==> src/rtl/alu_ctrl_pkg.sv <==
// alu_ctrl_pkg
// Shared definitions for the LCD demo board ALU datapath: the 3-bit
// sequencer state encodings (also shown on the LCD through state_o) and
// the 4-bit ALU opcode set used by both the ALU and alu_op_sequencer.
package alu_ctrl_pkg;

  // Sequencer states. Encodings 6 and 7 are unused and recover to IDLE.
  typedef enum logic [2:0] {
    ST_IDLE    = 3'd0,
    ST_GET_B   = 3'd1,
    ST_GET_OP  = 3'd2,
    ST_EXEC    = 3'd3,
    ST_SHOW    = 3'd4,
    ST_RELEASE = 3'd5
  } state_t;

  // ALU opcodes; the ALU decodes alu_sel against these values.
  typedef enum logic [3:0] {
    OP_ADD   = 4'd0,
    OP_SUB   = 4'd1,
    OP_AND   = 4'd2,
    OP_OR    = 4'd3,
    OP_XOR   = 4'd4,
    OP_NOT   = 4'd5,
    OP_SHL   = 4'd6,
    OP_SHR   = 4'd7,
    OP_ROL   = 4'd8,
    OP_ROR   = 4'd9,
    OP_INC   = 4'd10,
    OP_DEC   = 4'd11,
    OP_PASSA = 4'd12,
    OP_PASSB = 4'd13,
    OP_LT    = 4'd14,
    OP_EQ    = 4'd15
  } opcode_t;

endpackage

==> src/rtl/alu_op_sequencer_if.sv <==
// alu_op_sequencer_if
// Bundles the user inputs, ALU operand/result bus and display handshake
// of alu_op_sequencer.
//   master : the sequencer (drives operands, captured result, disp_req,
//            busy, err, state_o; reads btn, sw, ALU outputs, disp_ack)
//   slave  : the surroundings (debouncer, ALU, display writer)
interface alu_op_sequencer_if;
  logic       btn;
  logic [7:0] sw;
  logic [7:0] alu_result;
  logic       alu_carry;
  logic [7:0] alu_a;
  logic [7:0] alu_b;
  logic [3:0] alu_sel;
  logic [7:0] result;
  logic       carry;
  logic       disp_req;
  logic       disp_ack;
  logic       busy;
  logic       err;
  logic [2:0] state_o;

  modport master (
    input  btn, sw, alu_result, alu_carry, disp_ack,
    output alu_a, alu_b, alu_sel, result, carry, disp_req, busy, err, state_o
  );

  modport slave (
    output btn, sw, alu_result, alu_carry, disp_ack,
    input  alu_a, alu_b, alu_sel, result, carry, disp_req, busy, err, state_o
  );
endinterface

==> src/rtl/pb_edge.sv <==
// pb_edge
// Rising-edge detector for a debounced push-button level.
//   clk   : system clock
//   rst   : asynchronous active-low reset
//   btn   : debounced button level
//   press : single-cycle pulse on each rising edge of btn
module pb_edge (
  input  logic clk,
  input  logic rst,
  input  logic btn,
  output logic press
);

  logic btn_q;
  logic armed;

  // btn_q follows the button; armed stays low for the first clock after
  // reset so that a button held through reset release is taken as the
  // baseline level rather than as a fresh press.
  always_ff @(posedge clk or negedge rst) begin
    if (!rst) begin
      btn_q <= 1'b0;
      armed <= 1'b0;
    end else begin
      btn_q <= btn;
      armed <= 1'b1;
    end
  end

  assign press = btn & ~btn_q & armed;

endmodule

==> src/rtl/alu_op_sequencer.sv <==
// alu_op_sequencer
// Walks the user through entering operand A, operand B and the opcode with
// one push-button, drives the ALU with registered operands, captures the
// result after a settle delay and requests an LCD refresh with a
// four-phase req/ack handshake guarded by a timeout.
//   clk : system clock, rising edge
//   rst : asynchronous active-low reset
//   bus : alu_op_sequencer_if.master (btn/sw in, ALU bus, display
//         handshake, busy/err/state_o status)
// Parameters:
//   SETTLE_CYCLES : edges from EXEC entry to result capture (1..15)
//   ACK_TIMEOUT   : edges from SHOW entry to handshake abort (1..65535)
module alu_op_sequencer #(
  parameter int SETTLE_CYCLES = 2,
  parameter int ACK_TIMEOUT   = 1023
) (
  input logic               clk,
  input logic               rst,
  alu_op_sequencer_if.master bus
);
  import alu_ctrl_pkg::*;

  localparam logic [3:0]  SETTLE_LOAD = 4'(SETTLE_CYCLES - 1);
  localparam logic [15:0] TIMEOUT_LAST = 16'(ACK_TIMEOUT - 1);

  state_t      state;
  logic        press;
  logic [3:0]  settle_cnt;
  logic [15:0] hs_cnt;

  pb_edge u_pb_edge (
    .clk   (clk),
    .rst   (rst),
    .btn   (bus.btn),
    .press (press)
  );

  // Main sequencer. All outputs are registered here; busy is updated on
  // the same edge that enters or leaves EXEC/SHOW/RELEASE. The handshake
  // counter counts edges since SHOW entry and aborts on the ACK_TIMEOUT-th
  // one, which takes priority over an ack seen on that same edge.
  always_ff @(posedge clk or negedge rst) begin
    if (!rst) begin
      state        <= ST_IDLE;
      bus.alu_a    <= 8'd0;
      bus.alu_b    <= 8'd0;
      bus.alu_sel  <= OP_ADD;
      bus.result   <= 8'd0;
      bus.carry    <= 1'b0;
      bus.disp_req <= 1'b0;
      bus.busy     <= 1'b0;
      bus.err      <= 1'b0;
      settle_cnt   <= 4'd0;
      hs_cnt       <= 16'd0;
    end else begin
      case (state)
        ST_IDLE: begin
          if (press) begin
            bus.alu_a <= bus.sw;
            bus.err   <= 1'b0;
            state     <= ST_GET_B;
          end
        end
        ST_GET_B: begin
          if (press) begin
            bus.alu_b <= bus.sw;
            state     <= ST_GET_OP;
          end
        end
        ST_GET_OP: begin
          if (press) begin
            bus.alu_sel <= bus.sw[3:0];
            settle_cnt  <= SETTLE_LOAD;
            bus.busy    <= 1'b1;
            state       <= ST_EXEC;
          end
        end
        ST_EXEC: begin
          if (settle_cnt == 4'd0) begin
            bus.result   <= bus.alu_result;
            bus.carry    <= bus.alu_carry;
            bus.disp_req <= 1'b1;
            hs_cnt       <= 16'd0;
            state        <= ST_SHOW;
          end else begin
            settle_cnt <= settle_cnt - 4'd1;
          end
        end
        ST_SHOW, ST_RELEASE: begin
          if (hs_cnt == TIMEOUT_LAST) begin
            bus.err      <= 1'b1;
            bus.disp_req <= 1'b0;
            bus.busy     <= 1'b0;
            state        <= ST_IDLE;
          end else begin
            hs_cnt <= hs_cnt + 16'd1;
            if (state == ST_SHOW && bus.disp_ack) begin
              bus.disp_req <= 1'b0;
              state        <= ST_RELEASE;
            end else if (state == ST_RELEASE && !bus.disp_ack) begin
              bus.busy <= 1'b0;
              state    <= ST_IDLE;
            end
          end
        end
        default: begin
          bus.busy <= 1'b0;
          state    <= ST_IDLE;
        end
      endcase
    end
  end

  assign bus.state_o = state;

endmodule

==> src/flat_wrapper.sv <==
// flat-port wrapper written by rule: the top's interface ports become plain ports
module alu_op_sequencer_flat import alu_ctrl_pkg::*;
#(
  parameter int SETTLE_CYCLES = 2,
  parameter int ACK_TIMEOUT   = 1023
)
  (clk, rst, bus_btn, bus_sw, bus_alu_result, bus_alu_carry, bus_disp_ack, bus_alu_a, bus_alu_b, bus_alu_sel, bus_result, bus_carry, bus_disp_req, bus_busy, bus_err, bus_state_o);
  alu_op_sequencer_if bus_i ();
  input logic clk;
  input logic rst;
  input wire logic [$bits(bus_i.btn)-1:0] bus_btn;
  input wire logic [$bits(bus_i.sw)-1:0] bus_sw;
  input wire logic [$bits(bus_i.alu_result)-1:0] bus_alu_result;
  input wire logic [$bits(bus_i.alu_carry)-1:0] bus_alu_carry;
  input wire logic [$bits(bus_i.disp_ack)-1:0] bus_disp_ack;
  output wire logic [$bits(bus_i.alu_a)-1:0] bus_alu_a;
  output wire logic [$bits(bus_i.alu_b)-1:0] bus_alu_b;
  output wire logic [$bits(bus_i.alu_sel)-1:0] bus_alu_sel;
  output wire logic [$bits(bus_i.result)-1:0] bus_result;
  output wire logic [$bits(bus_i.carry)-1:0] bus_carry;
  output wire logic [$bits(bus_i.disp_req)-1:0] bus_disp_req;
  output wire logic [$bits(bus_i.busy)-1:0] bus_busy;
  output wire logic [$bits(bus_i.err)-1:0] bus_err;
  output wire logic [$bits(bus_i.state_o)-1:0] bus_state_o;
  assign bus_i.btn = bus_btn;
  assign bus_i.sw = bus_sw;
  assign bus_i.alu_result = bus_alu_result;
  assign bus_i.alu_carry = bus_alu_carry;
  assign bus_i.disp_ack = bus_disp_ack;
  assign bus_alu_a = bus_i.alu_a;
  assign bus_alu_b = bus_i.alu_b;
  assign bus_alu_sel = bus_i.alu_sel;
  assign bus_result = bus_i.result;
  assign bus_carry = bus_i.carry;
  assign bus_disp_req = bus_i.disp_req;
  assign bus_busy = bus_i.busy;
  assign bus_err = bus_i.err;
  assign bus_state_o = bus_i.state_o;
  alu_op_sequencer #(.SETTLE_CYCLES(SETTLE_CYCLES), .ACK_TIMEOUT(ACK_TIMEOUT)) u_core (.clk(clk), .rst(rst), .bus(bus_i));
endmodule
==> config.mk <==
export PLATFORM = sky130hd
export DESIGN_NAME = alu_op_sequencer_flat
export DESIGN_NICKNAME = d
export VERILOG_FILES = /design/src/rtl/alu_ctrl_pkg.sv /design/src/rtl/alu_op_sequencer_if.sv /design/src/rtl/pb_edge.sv /design/src/rtl/alu_op_sequencer.sv /design/src/flat_wrapper.sv
export SDC_FILE = /design/constraint.sdc
export NUM_CORES = 1
export LEC_CHECK = 0
export CAP_MARGIN = 20
export CORE_MARGIN = 2
export CORE_UTILIZATION = 54
export CTS_CLUSTER_SIZE = 24
export DETAILED_ROUTE_END_ITERATION = 10
export HOLD_SLACK_MARGIN = 0.03
export PLACE_DENSITY_LB_ADDON = 0.05
export SLEW_MARGIN = 30
export SYNTH_ARGS = -nofsm -noshare
export SYNTH_HDL_FRONTEND = slang
export SYNTH_SLANG_ARGS = --single-unit
==> constraint.sdc <==
create_clock -name clk -period 5.9 [get_ports clk]
set_input_delay 0.885 -clock clk [delete_from_list [all_inputs] [get_ports clk]]
set_output_delay 0.885 -clock clk [all_outputs]
set_load 0.1 [all_outputs]
# Word level (Yosys, flattened, before mapping)
# Index checks and enable logic that the tools add are counted.
[op_classes] add_sub_neg=2 multipliers=0 n_div=0 order_cmp=0 eq_ne=17 shift=0 muxes=26 bitwise=4 reduce_logical=20
[ops] op="16-bit two-way mux" n=2
[ops] op="16-bit case mux with 2 select lines" n=1
[ops] op="3-bit two-way mux" n=7
[ops] op="16-bit by 1-bit adder with 16-bit output (second input constant)" n=1
[ops] op="16-bit by 10-bit equality test with 1-bit output (second input constant)" n=1
[ops] op="3-bit case mux with 5 select lines" n=1
[ops] op="3-bit AND reduction" n=4
[ops] op="2-bit by 1-bit != test with 1-bit output (second input constant)" n=5
[ops] op="1-bit two-way mux" n=9
[ops] op="4-bit two-way mux" n=2
[ops] op="4-bit case mux with 2 select lines" n=1
[ops] op="2-bit AND reduction" n=4
[ops] op="3-bit by 2-bit equality test with 1-bit output (second input constant)" n=2
[ops] op="3-bit equality test (second input constant)" n=2
[ops] op="3-bit by 1-bit != test with 1-bit output (second input constant)" n=2
[ops] op="2-bit nonzero test" n=3
[ops] op="5-bit AND reduction" n=1
[ops] op="4-bit logical NOT" n=1
[ops] op="2-bit != test (second input constant)" n=2
[ops] op="4-bit by 1-bit != test with 1-bit output (second input constant)" n=1
[ops] op="1-bit case mux with 2 select lines" n=2
[ops] op="4-bit AND reduction" n=1
[ops] op="4-bit by 1-bit subtractor with 4-bit output (second input constant)" n=1
[ops] op="3-bit by 1-bit equality test with 1-bit output (second input constant)" n=1
[ops] op="9 further kinds" n=12
[word_totals] regBits=57 latchBits=0 ramBits=0 mem_bits_ro=0 output_inout_bits=35 wordCells=82 memories=0

# Depth between registers and ports, before layout
# Gate-level depths: netlist of run 1.
[logic_depth] word_depth=6 mapped_depth=8 mapped_depth_nobuf=6

# Cells and area by module
# A second synthesis of run 1 with hierarchy kept.
[hier_totals] hier_cells=236 area_unflattened_um2=2660.1
[modules_own_cells] module="alu_op_sequencer" n_inst=1 cells_per_inst=232 area_per_inst_um2=2597.5 seq_area_each_um2=1376.3
[modules_own_cells] module="pb_edge" n_inst=1 cells_per_inst=4 area_per_inst_um2=62.6 seq_area_each_um2=50.0

# Worst setup path after synthesis of run 1
# Ideal clock, no wire load.
[synth_path] kind="register -> register" startpoint="register u_core.state[2] (netlist: u_core.bus.state_o[2])" endpoint="register u_core.hs_cnt[10]" setup_ns=0.079 arrival_time_ns=2.136 path_slack_ns=3.685 stages_incl_launch_ff=6 n_path_buf=1 cell_sequence="dfrtp_1 -> clkbuf_1 -> and2b_1 -> a21o_1 -> nor4b_1 -> mux2i_1"
[synth_between] elab_chain_cells=4 elab_cells_between_ends=9 cone_classes="eq/ne: 5; mux: 1; reduce/logical: 3"
[synth_lines] item="start: declaration" line="alu_op_sequencer.sv:26" rtl="state_t state;"
[synth_lines] item="start signal: assignment" line="alu_op_sequencer.sv:44" rtl="state <= ST_IDLE;"
[synth_lines] item="start signal: assignment" line="alu_op_sequencer.sv:61" rtl="state <= ST_GET_B;"
[synth_lines] item="start signal: assignment" line="alu_op_sequencer.sv:67" rtl="state <= ST_GET_OP;"
[synth_lines] item="3-bit equality test" line="alu_op_sequencer.sv:56" rtl="case (state)"
[synth_lines] item="2-bit OR reduction" line="alu_op_sequencer.sv:56"
[synth_lines] item="2-bit != test (no line) / 2-bit nonzero test (equally long branches)"
[synth_lines] item="3-bit AND reduction (no line)"
[synth_lines] item="end signal: assignment" line="alu_op_sequencer.sv:96" rtl="hs_cnt <= hs_cnt + 16'd1;"
[synth_lines] item="end: declaration" line="alu_op_sequencer.sv:29" rtl="logic [15:0] hs_cnt;"
# Several ways; a longest one is shown, not always the timed one.
# A chain may end at the register's enable or synchronous reset.

# Worst setup path after layout of run 1
[layout_path] startpoint="register u_core.state[0] (netlist: u_core.bus.state_o[0])" endpoint="output port bus_state_o[0]"
[layout_lines] item="end: declaration" line="flat_wrapper.sv:24" rtl="output wire logic [$bits(bus_i.state_o)-1:0] bus_state_o;"
# No word-level cell between the ends.

==> results.md, run 1 <==
- The signal on the critical path passes through clkdlybuf4s50_1.
- Of the cells placed in the final design, the portion with a size suffix greater than 1 is 0.1461.
- The tool flagged a number of max-cap violations equal to 0.
- TritonCTS built the clock tree.
- The number of top-level design ports is between 50 and 60.
- The deepest level of the CTS H-tree is 3.
- Dividing the final minimum period by the clock period gives 0.5196.
- Averaged over all synthesized cells, the footprint is ~11 um^2.
- In this run the most critical hold path is launched from u_core.bus.result[2]$_DFFE_PN0P_.
- The worst register-to-register path has a depth of 6.
- At the pin with the least slew margin, the transition time is 0.9984 ns.
- The count of buffers added on input and output ports is 55.
- The clock drives between 50 and 60 sinks.
- On the final layout, the worst clock skew is roughly 0.0042 ns.
- The worst setup path is launched from a flop.
- When the netlist entered floorplanning its net count stood at roughly 270.
- For this run, the slowest stage of the critical path takes 1.22 ns.
- The number of hold violations in the final report came to 0.
- The via density per instance is 5.523.
- The final routed DRC violation total is 0.
- The register-to-register setup slack is 3.27 ns.
- Dividing the detail-routed wire length by the instance count gives 15.11 um.
- Counting along the longest clock path gives a buffer depth of 2.
- The first routing iteration left 131 violations.
- The dominant synthesized flop cell is dfrtp_1.
- The capture point of the worst path is bus_state_o[0].
- The total overflow left after global routing is 0.
- The repair_antennas step left the layout with diodes totalling 0.
- The shortest period the worst path allows is slightly above 3 ns.
- The number of different library cells used by synthesis comes to 52.
- The number of enable-type register cells in the synthesized netlist is 0.
- The number of setup buffers added after CTS is 0.
- The cell count along the critical path is 1.
- The post-cts gate resize count is 0.
- The beginning of the critical path is u_core.bus.state_o[0]$_DFFE_PN0P_.
- The Yosys step of the flow raised 0 warnings.
- The die height is 74.15 um.
- The endpoint kind of the worst setup timing path is an output pin.
- The run finished with clean final reports.
- The core region is between 0.004 and 0.005 mm^2.
- At the end of the flow, the number of nets in the layout was 328.
- The fraction of the yosys area taken by sequential cells is 0.5367.
- The via count of the first global-routing pass was 1954.
- From synthesis to final layout, the design area changed by 29.61%.
- The final antenna-violating net count is 0.
- The clock latency on the worst-skew pair is 0.33 ns.
- Broken down by cell family, the worst path's largest delay share belongs to buffers and inverters.
- After clock tree synthesis, the clock-pin slew on the worst setup and hold paths is roughly 0.06 ns.
- The register bit count reported by yosys is 57.
- The final setup violation count is 0.
- The initial standard-cell utilization of the core is 0.5626.
- The CTS root buffer is clkbuf_8.
- Entering global routing, the biggest net connects between 50 and 60 pins.
- The number of instances in the synthesized netlist is approximately 240.
- The wire length of the first global-routing pass is 9.294 mm.
- The critical path start-end classification is reg2out.
- After floorplanning, the core was divided into 25 placement rows.
- Including well taps, the total number of placed cells is ~360.
- The highest-delay cell along the critical path is clkdlybuf4s50_1.
- The die covers between 0.005 and 0.006 mm^2.
- The global placement routability congestion is 0.8296.
- The endpoint identified for the worst register-to-register timing path is u_core.hs_cnt[8]$_DFFE_PN0P_.
- The initial antenna violation count is 0.
- The tightest min-delay check is of the reg2reg type.
- Once layout is complete, the cells apart from fillers number around 380.
- For this run, the total global-route usage over all layers was measured as 0.2268.
- The number of pins exceeding their max-slew limit in the final report is 0.
- The horizontal die dimension is 74.15 um.
- The aggregate negative setup slack is 0 ns.
- For this run, the detailed router's first-pass iteration total came to 4.
- For this run, asynchronously set or reset flops after synthesis account for 1.000.
- Timing would allow up to around 330 MHz.
- Counting the buffers created by CTS gives 9.
- The total buffers and inverters traversed by the critical path is 1.
- The detailed-route wire length is approximately 5.7 mm.
- The startpoint identified for the worst register-to-register timing path is u_core.settle_cnt[0]$_DFFE_PN0P_.
- STA puts the critical path data required time at ~5 ns.
- The worst pin sits at a relative slew slack of 0.3323.
- The total number of vias is around 2100.
- The critical path arrival is 2.18 ns.
- Hold repair after CTS inserted 0 buffers.
- The placed wire-length estimate is roughly 3.9 mm.
- The synthesized netlist occupies a cell area of between 0.002 and 0.003 mm^2.
- Setup repair after global routing left no endpoint under its margin.
- Along the worst path, the maximum fanout reaches 14.
==> Yosys cell counts (2+ instances only) <==
cell type,number,area (um^2)
dfrtp_1,57,1426
nand2_1,46,172.7
mux2_2,20,225.2
nor2_1,9,33.78
a21oi_1,8,40.04
nand2b_1,7,43.79
inv_1,6,22.52
mux2i_1,6,60.06
nand3_1,6,30.03
nand4_1,6,37.54
o21ai_0,6,30.03
a22o_1,5,43.79
ha_1,4,50.05
o211ai_1,4,30.03
o31ai_1,4,30.03
and4_1,3,26.28
buf_2,3,15.01
or3_1,3,18.77
a211oi_1,2,15.01
a21o_1,2,15.01
a22oi_1,2,15.01
clkbuf_1,2,7.510
nor3_1,2,10.01
o22ai_1,2,12.51
or3b_2,2,17.52
==> area by class of cell <==
type | instances | area (um^2)
clock buffer | 14 | 182.7
clock inverter | 2 | 10.01
fill | 360 | 1279
inverter | 6 | 22.52
multi-input combinational | 173 | 1166
sequential | 57 | 1426
tap | 67 | 83.83
timing repair buffer | 56 | 553.0
==> how the worst min path moves through the flow <==
| stage | slack (ns) | depth (start not counted) | end |
|---|---|---|---|
| floorplan | 0.49 | 1 | u_core.hs_cnt[6]$_DFFE_PN0P_ |
| global placement | 0.46 | 2 | u_core.bus.result[0]$_DFFE_PN0P_ |
| detailed placement | 0.46 | 2 | u_core.bus.result[4]$_DFFE_PN0P_ |
| CTS | 0.48 | 2 | u_core.bus.result[2]$_DFFE_PN0P_ |
| global route | 0.49 | 2 | u_core.bus.result[4]$_DFFE_PN0P_ |
| finish | 0.47 | 2 | u_core.bus.result[2]$_DFFE_PN0P_ |
==> registers in the layout, summed over array words and instances (netlist names) <==
name,cells
u_core.bus.alu_a,8
u_core.bus.alu_b,8
u_core.bus.alu_sel,4
u_core.bus.busy,1
u_core.bus.carry,1
u_core.bus.disp_req,1
u_core.bus.err,1
u_core.bus.result,8
u_core.bus.state_o,3
u_core.hs_cnt,16
u_core.settle_cnt,4
u_core.u_pb_edge.armed,1
u_core.u_pb_edge.btn_q,1
==> cell usage in the layout, fill, tap and decap left out, drive strengths merged, types with 7 or more instances in the layout <==
cell type / synthesis / routed
clkbuf: 3 / 14
mux2: 20 / 20
clkdlybuf4s50: 0 / 54
nand2: 47 / 47
nand2b: 7 / 7
dfrtp: 57 / 57
a21oi: 8 / 8
nor2: 9 / 9
==> layer usage <==
layer / track usage / vias to the layer above / wire (um)
met1: 0.3310 / 991 / 2588
met4: 0.1091 / 0 / 100
met2: 0.3165 / 66 / 2609
met5: 0 / - / 0
met3: 0.05827 / 10 / 369
li1: - / 1004 / -
==> logic make-up after synthesis <==
| logic type | synth area share |
|---|---|
| simple gates | 0.1921 |
| xor+xnor | 0.003296 |
| mux | 0.1073 |
| compound gates | 0.1158 |
| other cells | 0.001411 |
| buf+inv | 0.02448 |
| fa+ha+maj | 0.01883 |
| flops | 0.5367 |
==> stage by stage <==
step                hold WS (ns)  instance area (um^2)  setup slack [ns]    util
global route              0.4886                  3445             2.774  0.7293
floorplan                 0.4851                  2658             3.685       -
detailed placement        0.4623                  3252             2.965  0.6885
finish                    0.4733                  3445             2.834  0.7293
global placement          0.4564                  3252             3.032  0.6885
CTS                       0.4775                  3445             2.837  0.7293
Power of run 1 is not shown: default switching activity piles up to over one toggle a cycle in this logic, so the estimate is an artifact.
==> run 2, diff against run 1 <==
--- a/config.mk
+++ b/config.mk
@@ -7,7 +7,7 @@
 export LEC_CHECK = 0
 export CAP_MARGIN = 20
 export CORE_MARGIN = 2
-export CORE_UTILIZATION = 54
+export CORE_UTILIZATION = 46
 export CTS_CLUSTER_SIZE = 24
 export DETAILED_ROUTE_END_ITERATION = 10
 export HOLD_SLACK_MARGIN = 0.03
==> constraint.sdc (replaced) <==
create_clock -name clk -period 2.75 [get_ports clk]
set_input_delay 0.4125 -clock clk [delete_from_list [all_inputs] [get_ports clk]]
set_output_delay 0.4125 -clock clk [all_outputs]
set_load 0.1 [all_outputs]
==> run 2 against run 1 <==
Wire length shrank 2.0%. Count of clock-buffer cells in the layout shrank 5. Sequential share of layout area grew 0.21 points. Worst setup slack lost 2.4 ns. Critical path type is now reg2reg. Largest cell class unchanged.
==> results.md, run 2 (synthesis gave the netlist of run 1 again) <==
- The final antenna-violating net count was 0 (unchanged).
- The initial standard-cell utilization of the core was 0.4797 (-0.08297).
- The transition time at the pin with the least slew margin is 0.7158 ns (-0.2825 ns).
- The number of hold violations in the final report was 0 (unchanged).
- STA classifies the critical path startpoint as a flop.
- The die height is 80.01 um (+7.9%).
- The initial antenna violation count was 0 (unchanged).
- The horizontal die dimension came to 80.01 um (+7.9%).
- The number of DRC violations after detailed-routing iteration 0 came to 72 (-45%).
- The post-route worst hold slack is 0.2014 ns (-0.2720 ns).
- The via count of the first global-routing pass is 1972 (+0.92%).
- The shortest period the worst path allows is between 2 and 2.5 ns.
- The number of maximum-capacitance constraint violations is 0 (unchanged).
- The worst-case clock buffer depth is 2 (unchanged).
- Compared with the post-synthesis result, the final layout area differs by 28.95%.
- The number of diodes added for antenna fixing is 0 (unchanged).
- The hold buffer count at cts is 0 (unchanged).
- The number of detailed-routing iterations run before antenna repair is 4 (unchanged).
- The flip-flop count of the largest register, all copies and words added is 16 (unchanged).
- The wire length of the first global-routing pass is 9.315 mm (+0.23%).
- The clock latency on the worst-skew pair is 0.34 ns (about the same).
- The number of buffers inserted during clock tree synthesis is 9 (unchanged).
- The final routed DRC violation total is 0 (unchanged).
- TritonCTS built the clock tree.
- The average detailed-routed wire length per instance is 14.46 um (-4.3%).
- The tightest min-delay check is of the in2async type.
- Setup repair after global routing left no endpoint under its margin.
- The post-cts gate resize count is 0 (unchanged).
- The required arrival time at the worst endpoint is 3.02 ns (-2.00 ns).
- Clock tree synthesis selected as its root buffer the cell clkbuf_8.
- The total number of vias was 2027 (-2.1%).
- The biggest fanout along the worst timing path is 12 (-2).
- The via density per instance is 5.279 (-4.4%).
- The library cell used most frequently in the layout, excluding fill and tap cells, is dfrtp_1.
- The aggregate negative setup slack is 0 ns (unchanged).
- In the layout the commonest cells are dfrtp_1, nand2_1, buf_4.
- The number of top-level design ports came to 56 (unchanged).
- The achievable frequency is 437.5 MHz.
- The core footprint is 0.005540 mm^2 (+17%).
- The TritonCTS sink count was 57 (unchanged).
- The clock transition time at the flip-flop clock pins of the worst setup and hold paths came to 0.07 ns (about the same).
- The endpoint kind of the worst setup timing path is a flop.
- The count of standard-cell rows is 27 (+8.0%).
- The worst clock skew is 0.009122 ns (+0.004954 ns).
- The fill cell total of the finished layout came to 488 (+36%).
- The total global routing track utilization is 0.1947 (-0.03207).
- The critical path start-end classification is reg2reg.
- The pin count of the biggest net entering global routing is 58 (unchanged).
- The overflow left after global routing came to 0 (unchanged).
- The register with the most flip-flops in the final layout is u_core.hs_cnt.
- The number of setup buffers added after CTS is 0 (unchanged).
- The global placement routability congestion is 0.7954 (-4.1%).
- The detailed-route wire length came to 5.551 mm (-2.0%).
- The worst slew margin relative to its limit was 0.5228 (+0.1904).
- The placed wire-length estimate came to 3.862 mm (+0.22%).
- The critical path arrival is 2.56 ns (+0.38 ns).
- The run finished with clean final reports.
- The total of buffers placed on input and output ports is 55 (unchanged).
- The fraction of final layout cells sized beyond drive strength 1 was 0.2724 (+0.1263).
- The final setup violation count is 0 (unchanged).
- The number of pins exceeding their max-slew limit in the final report is 0 (unchanged).
- The number of nets in the final layout came to 332 (+1.2%).
- The deepest level of the CTS H-tree came to 3 (unchanged).
- The area enclosed by the die boundary is 0.006402 mm^2 (+16%).
- The portion of the clock cycle consumed by the worst path in the final layout is 0.8312.
run 2: cell types whose count changed in the layout (fill, tap and decap cells not counted), sizes merged:
cell | previous run | this run
buf | 2 | 41
clkdlybuf4s50 | 54 | 19
clkbuf | 14 | 9
bufinv | 0 | 2
inv | 6 | 8
clkinvlp | 0 | 1
run 2: worst max-delay path, stage by stage, from the launching register on:
cell	delay (ns)
dfrtp_1	0.43
inv_1	0.08
ha_1	0.13
or3b_2	0.50
o41ai_4	0.69
o21ai_0	0.23
a21oi_1	0.16
run 2: stage by stage:
| step | setup WS, ns | cells | area (um^2) | utilization |
|---|---|---|---|---|
| final | 0.4642 | 384 | 3427 | 0.6186 |
| after global routing | 0.3186 | 384 | 3427 | 0.6186 |
| after CTS | 0.4628 | 384 | 3427 | 0.6186 |
| after detailed placement | 0.5330 | 368 | 3201 | 0.5777 |
| after global placement | 0.6052 | 368 | 3201 | 0.5777 |
| after floorplan | 0.5349 | 244 | 2658 | - |
run 2: metal layers:
metal  vias up  wire length [um]  GRT usage
met1       948              2618     0.2487
met4         0               143    0.08983
met5         -                 0          0
met2        60              2454     0.2875
met3        11               335    0.08032
li1       1008                 -          -
run 2: worst paths after layout:
check | startpoint | end | slack (ns) | cells after the start
setup / recovery | u_core.hs_cnt[0]$_DFFE_PN0P_ | u_core.hs_cnt[7]$_DFFE_PN0P_ | 0.46 | 6
hold / removal | rst | u_core.hs_cnt[12]$_DFFE_PN0P_ | 0.20 | 2
setup reg to reg | u_core.hs_cnt[0]$_DFFE_PN0P_ | u_core.hs_cnt[7]$_DFFE_PN0P_ | 0.46 | 6
hold reg to reg | u_core.bus.result[2]$_DFFE_PN0P_ | u_core.bus.result[2]$_DFFE_PN0P_ | 0.48 | 2
max in group asynchronous | rst | u_core.bus.state_o[1]$_DFFE_PN0P_ | 2.06 | 2
min in group clk | u_core.bus.result[2]$_DFFE_PN0P_ | u_core.bus.result[2]$_DFFE_PN0P_ | 0.48 | 2
run 2: layout make-up:
class,count,area [um^2],share of cell area
inverters,6,22.52,0.006572
clock buffers,9,123.9,0.03614
clock inverters,7,102.6,0.02994
well taps,72,90.09,0.02629
flip-flops and latches,57,1426,0.4162
multi-input cells,173,1166,0.3403
repair buffers,60,495.5,0.1446
Power of run 2 is left out for the same reason.
==> run 3, diff against run 2 <==
--- a/config.mk
+++ b/config.mk
@@ -7,7 +7,7 @@
 export LEC_CHECK = 0
 export CAP_MARGIN = 20
 export CORE_MARGIN = 2
-export CORE_UTILIZATION = 46
+export CORE_UTILIZATION = 51
 export CTS_CLUSTER_SIZE = 24
 export DETAILED_ROUTE_END_ITERATION = 10
 export HOLD_SLACK_MARGIN = 0.03
==> constraint.sdc (replaced) <==
create_clock -name clk -period 2.2 [get_ports clk]
set_input_delay 0.33 -clock clk [delete_from_list [all_inputs] [get_ports clk]]
set_output_delay 0.33 -clock clk [all_outputs]
set_load 0.1 [all_outputs]
==> run 3 against run 2 <==
Wire length rose by 5.0%. Sequential cell count did not move. Worst hold slack improved by 0.28 ns. Final area rose by 1.3%. Maximum frequency rose by 13%. Non-clock buffer count rose by 5.
==> results.md, run 3 (synthesis gave the netlist of run 1 again) <==
- The count of standard-cell rows is 26 (-3.7%).
- The flip-flop count of the largest register, all copies and words added is 16 (unchanged).
- The number of setup buffers added after CTS is 0 (unchanged).
- STA classifies the critical path startpoint as a flop.
- The tree is rooted in a clkbuf_8.
- The critical path is of the reg2reg type.
- Compared with the post-synthesis result, the final layout area differs by 30.65%.
- In the layout the commonest cells are dfrtp_1, nand2_1, buf_4.
- The total global routing track utilization is 0.2257 (+0.03095).
- The clock latency on the worst-skew pair is 0.34 ns (about the same).
- The deepest level of the CTS H-tree was 3 (unchanged).
- The final setup violation count is 0 (unchanged).
- The worst register-to-register path begins at u_core.hs_cnt[0]$_DFFE_PN0P_.
- The number of nets in the final layout was 337 (+1.5%).
- The TritonCTS sink count is 57 (unchanged).
- The fraction of final layout cells sized beyond drive strength 1 is 0.2808 (+0.008321).
- The beginning of the critical path is u_core.hs_cnt[0]$_DFFE_PN0P_.
- The area enclosed by the die boundary is 0.005804 mm^2 (-9.3%).
- The biggest fanout along the worst timing path is 5 (-7).
- The aggregate negative setup slack is 0 ns (unchanged).
- The die height is 76.19 um (-4.8%).
- The worst-case clock buffer depth was 2 (unchanged).
- The detailed-route wire length is 5.828 mm (+5.0%).
- The number of hold violations in the final report is 0 (unchanged).
- In this run the worst hold path is classified as reg2reg.
- The register with the most flip-flops is u_core.hs_cnt.
- The final routed DRC violation total was 0 (unchanged).
- The hold path startpoint is u_core.bus.result[0]$_DFFE_PN0P_.
- The final antenna-violating net count is 0 (unchanged).
- The initial antenna violation count is 0 (unchanged).
- The transition time at the pin with the least slew margin came to 0.4860 ns (-0.2299 ns).
- Setup repair after global routing left no endpoint under its margin.
- The wire length of the first global-routing pass is 10.33 mm (+11%).
- The multi-input combinational cell area is 0.001166 mm^2 (unchanged).
- The total of buffers placed on input and output ports is 55 (unchanged).
- The total number of vias is 2095 (+3.4%).
- The via count of the first global-routing pass is 2115 (+7.3%).
- The fill cell total of the finished layout is 395 (-19%).
- The number of DRC violations after detailed-routing iteration 0 was 132 (+83%).
- The number of buffers inserted during clock tree synthesis is 9 (unchanged).
- Leaving out fill and tap cells, the most frequent cell in the layout is dfrtp_1.
- The overflow left after global routing came to 0 (unchanged).
- The achievable frequency is 495.2 MHz (+13%).
- The global placement routability congestion was 0.8141 (+2.4%).
- The clock transition time at the flip-flop clock pins of the worst setup and hold paths is 0.07 ns (about the same).
- The portion of the clock cycle consumed by the worst path in the final layout is 0.9178 (+0.08663).
- The average detailed-routed wire length per instance is 15.06 um (+4.2%).
- The initial standard-cell utilization of the core is 0.5237 (+0.04399).
- The number of top-level design ports was 56 (unchanged).
- The post-cts gate resize count is 0 (unchanged).
- The horizontal die dimension was 76.19 um (-4.8%).
- The worst clock skew was 0.006465 ns (-0.002657 ns).
- The required arrival time at the worst endpoint is 2.43 ns (-0.59 ns).
- The pin count of the biggest net entering global routing was 58 (unchanged).
- The number of detailed-routing iterations run before antenna repair came to 6 (+2).
- The worst slew margin relative to its limit is 0.6676 (+0.1449).
- STA classifies the critical path endpoint as a flop.
- The combined flip-flop and latch cell area is 0.001428 mm^2 (about the same).
- The run finished with clean final reports.
- The area of all placed cells without fillers was 0.003472 mm^2 (+1.3%).
- The shortest period the worst path allows is 2.019 ns (-0.2666 ns).
- The core footprint is 0.005075 mm^2 (-8.4%).
- The number of pins exceeding their max-slew limit in the final report is 0 (unchanged).
- The post-placement cell area is 0.003242 mm^2 (+1.3%).
- The placed wire-length estimate is 3.975 mm (+2.9%).
- The number of diodes added for antenna fixing is 0 (unchanged).
- The TritonCTS clock tree is done.
- The number of maximum-capacitance constraint violations is 0 (unchanged).
- The via density per instance came to 5.413 (+2.6%).
- The critical path arrival came to 2.25 ns (-0.31 ns).
[run 3: final timing paths]
check	endpoint	slack, ns	cells past startpoint
setup / recovery	u_core.bus.state_o[0]$_DFFE_PN0P_	0.18	6
hold / removal	u_core.bus.result[0]$_DFFE_PN0P_	0.48	2
setup reg to reg	u_core.bus.state_o[0]$_DFFE_PN0P_	0.18	6
hold reg to reg	u_core.bus.result[0]$_DFFE_PN0P_	0.48	2
max in group asynchronous	u_core.hs_cnt[1]$_DFFE_PN0P_	1.42	3
min in group asynchronous	u_core.settle_cnt[2]$_DFFE_PN0P_	0.52	3
[run 3: area by class of cell]
type,instances,area share
flip-flops and latches,57,0.4112
multi-input cells,173,0.3359
repair buffers,65,0.1578
clock buffers,11,0.04072
well taps,70,0.02523
clock inverters,5,0.02270
inverters,6,0.006486
[run 3: timing repair]
item / 4_1_cts / 5_1_grt
setup endpoints to repair: 0 / 0
hold endpoints to repair: 57 / 0
hold buffers: 1 / 0
[run 3: stage by stage]
step | setup slack [ns] | hold slack, ns | cells | utilization
3_5_place_dp | 0.1871 | 0.3509 | 370 | 0.6388
5_1_grt | 0.08069 | 0.5014 | 387 | 0.6842
4_1_cts | 0.1751 | 0.4748 | 387 | 0.6842
3_3_place_gp | 0.2440 | 0.3564 | 370 | 0.6388
6_report | 0.1808 | 0.4819 | 387 | 0.6842
2_1_floorplan | 0.002935 | 0.03441 | 244 | -
[run 3: per-layer routing]
| metal | GRT usage | share of wire |
|---|---|---|
| met3 | 0.08294 | 0.063 |
| met5 | 0 | 0 |
| met2 | 0.3509 | 0.48 |
| met4 | 0.08909 | 0.017 |
| met1 | 0.2892 | 0.44 |
[run 3: worst max-delay path, cell delays in order, from the launching register on]
cell and delay [ns]:
dfrtp_1 0.43, inv_1 0.08, ha_1 0.13, or3b_2 0.50, nor4_1 0.46, nor2_1 0.08, a22o_1 0.23
Power of run 3 is left out for the same reason.
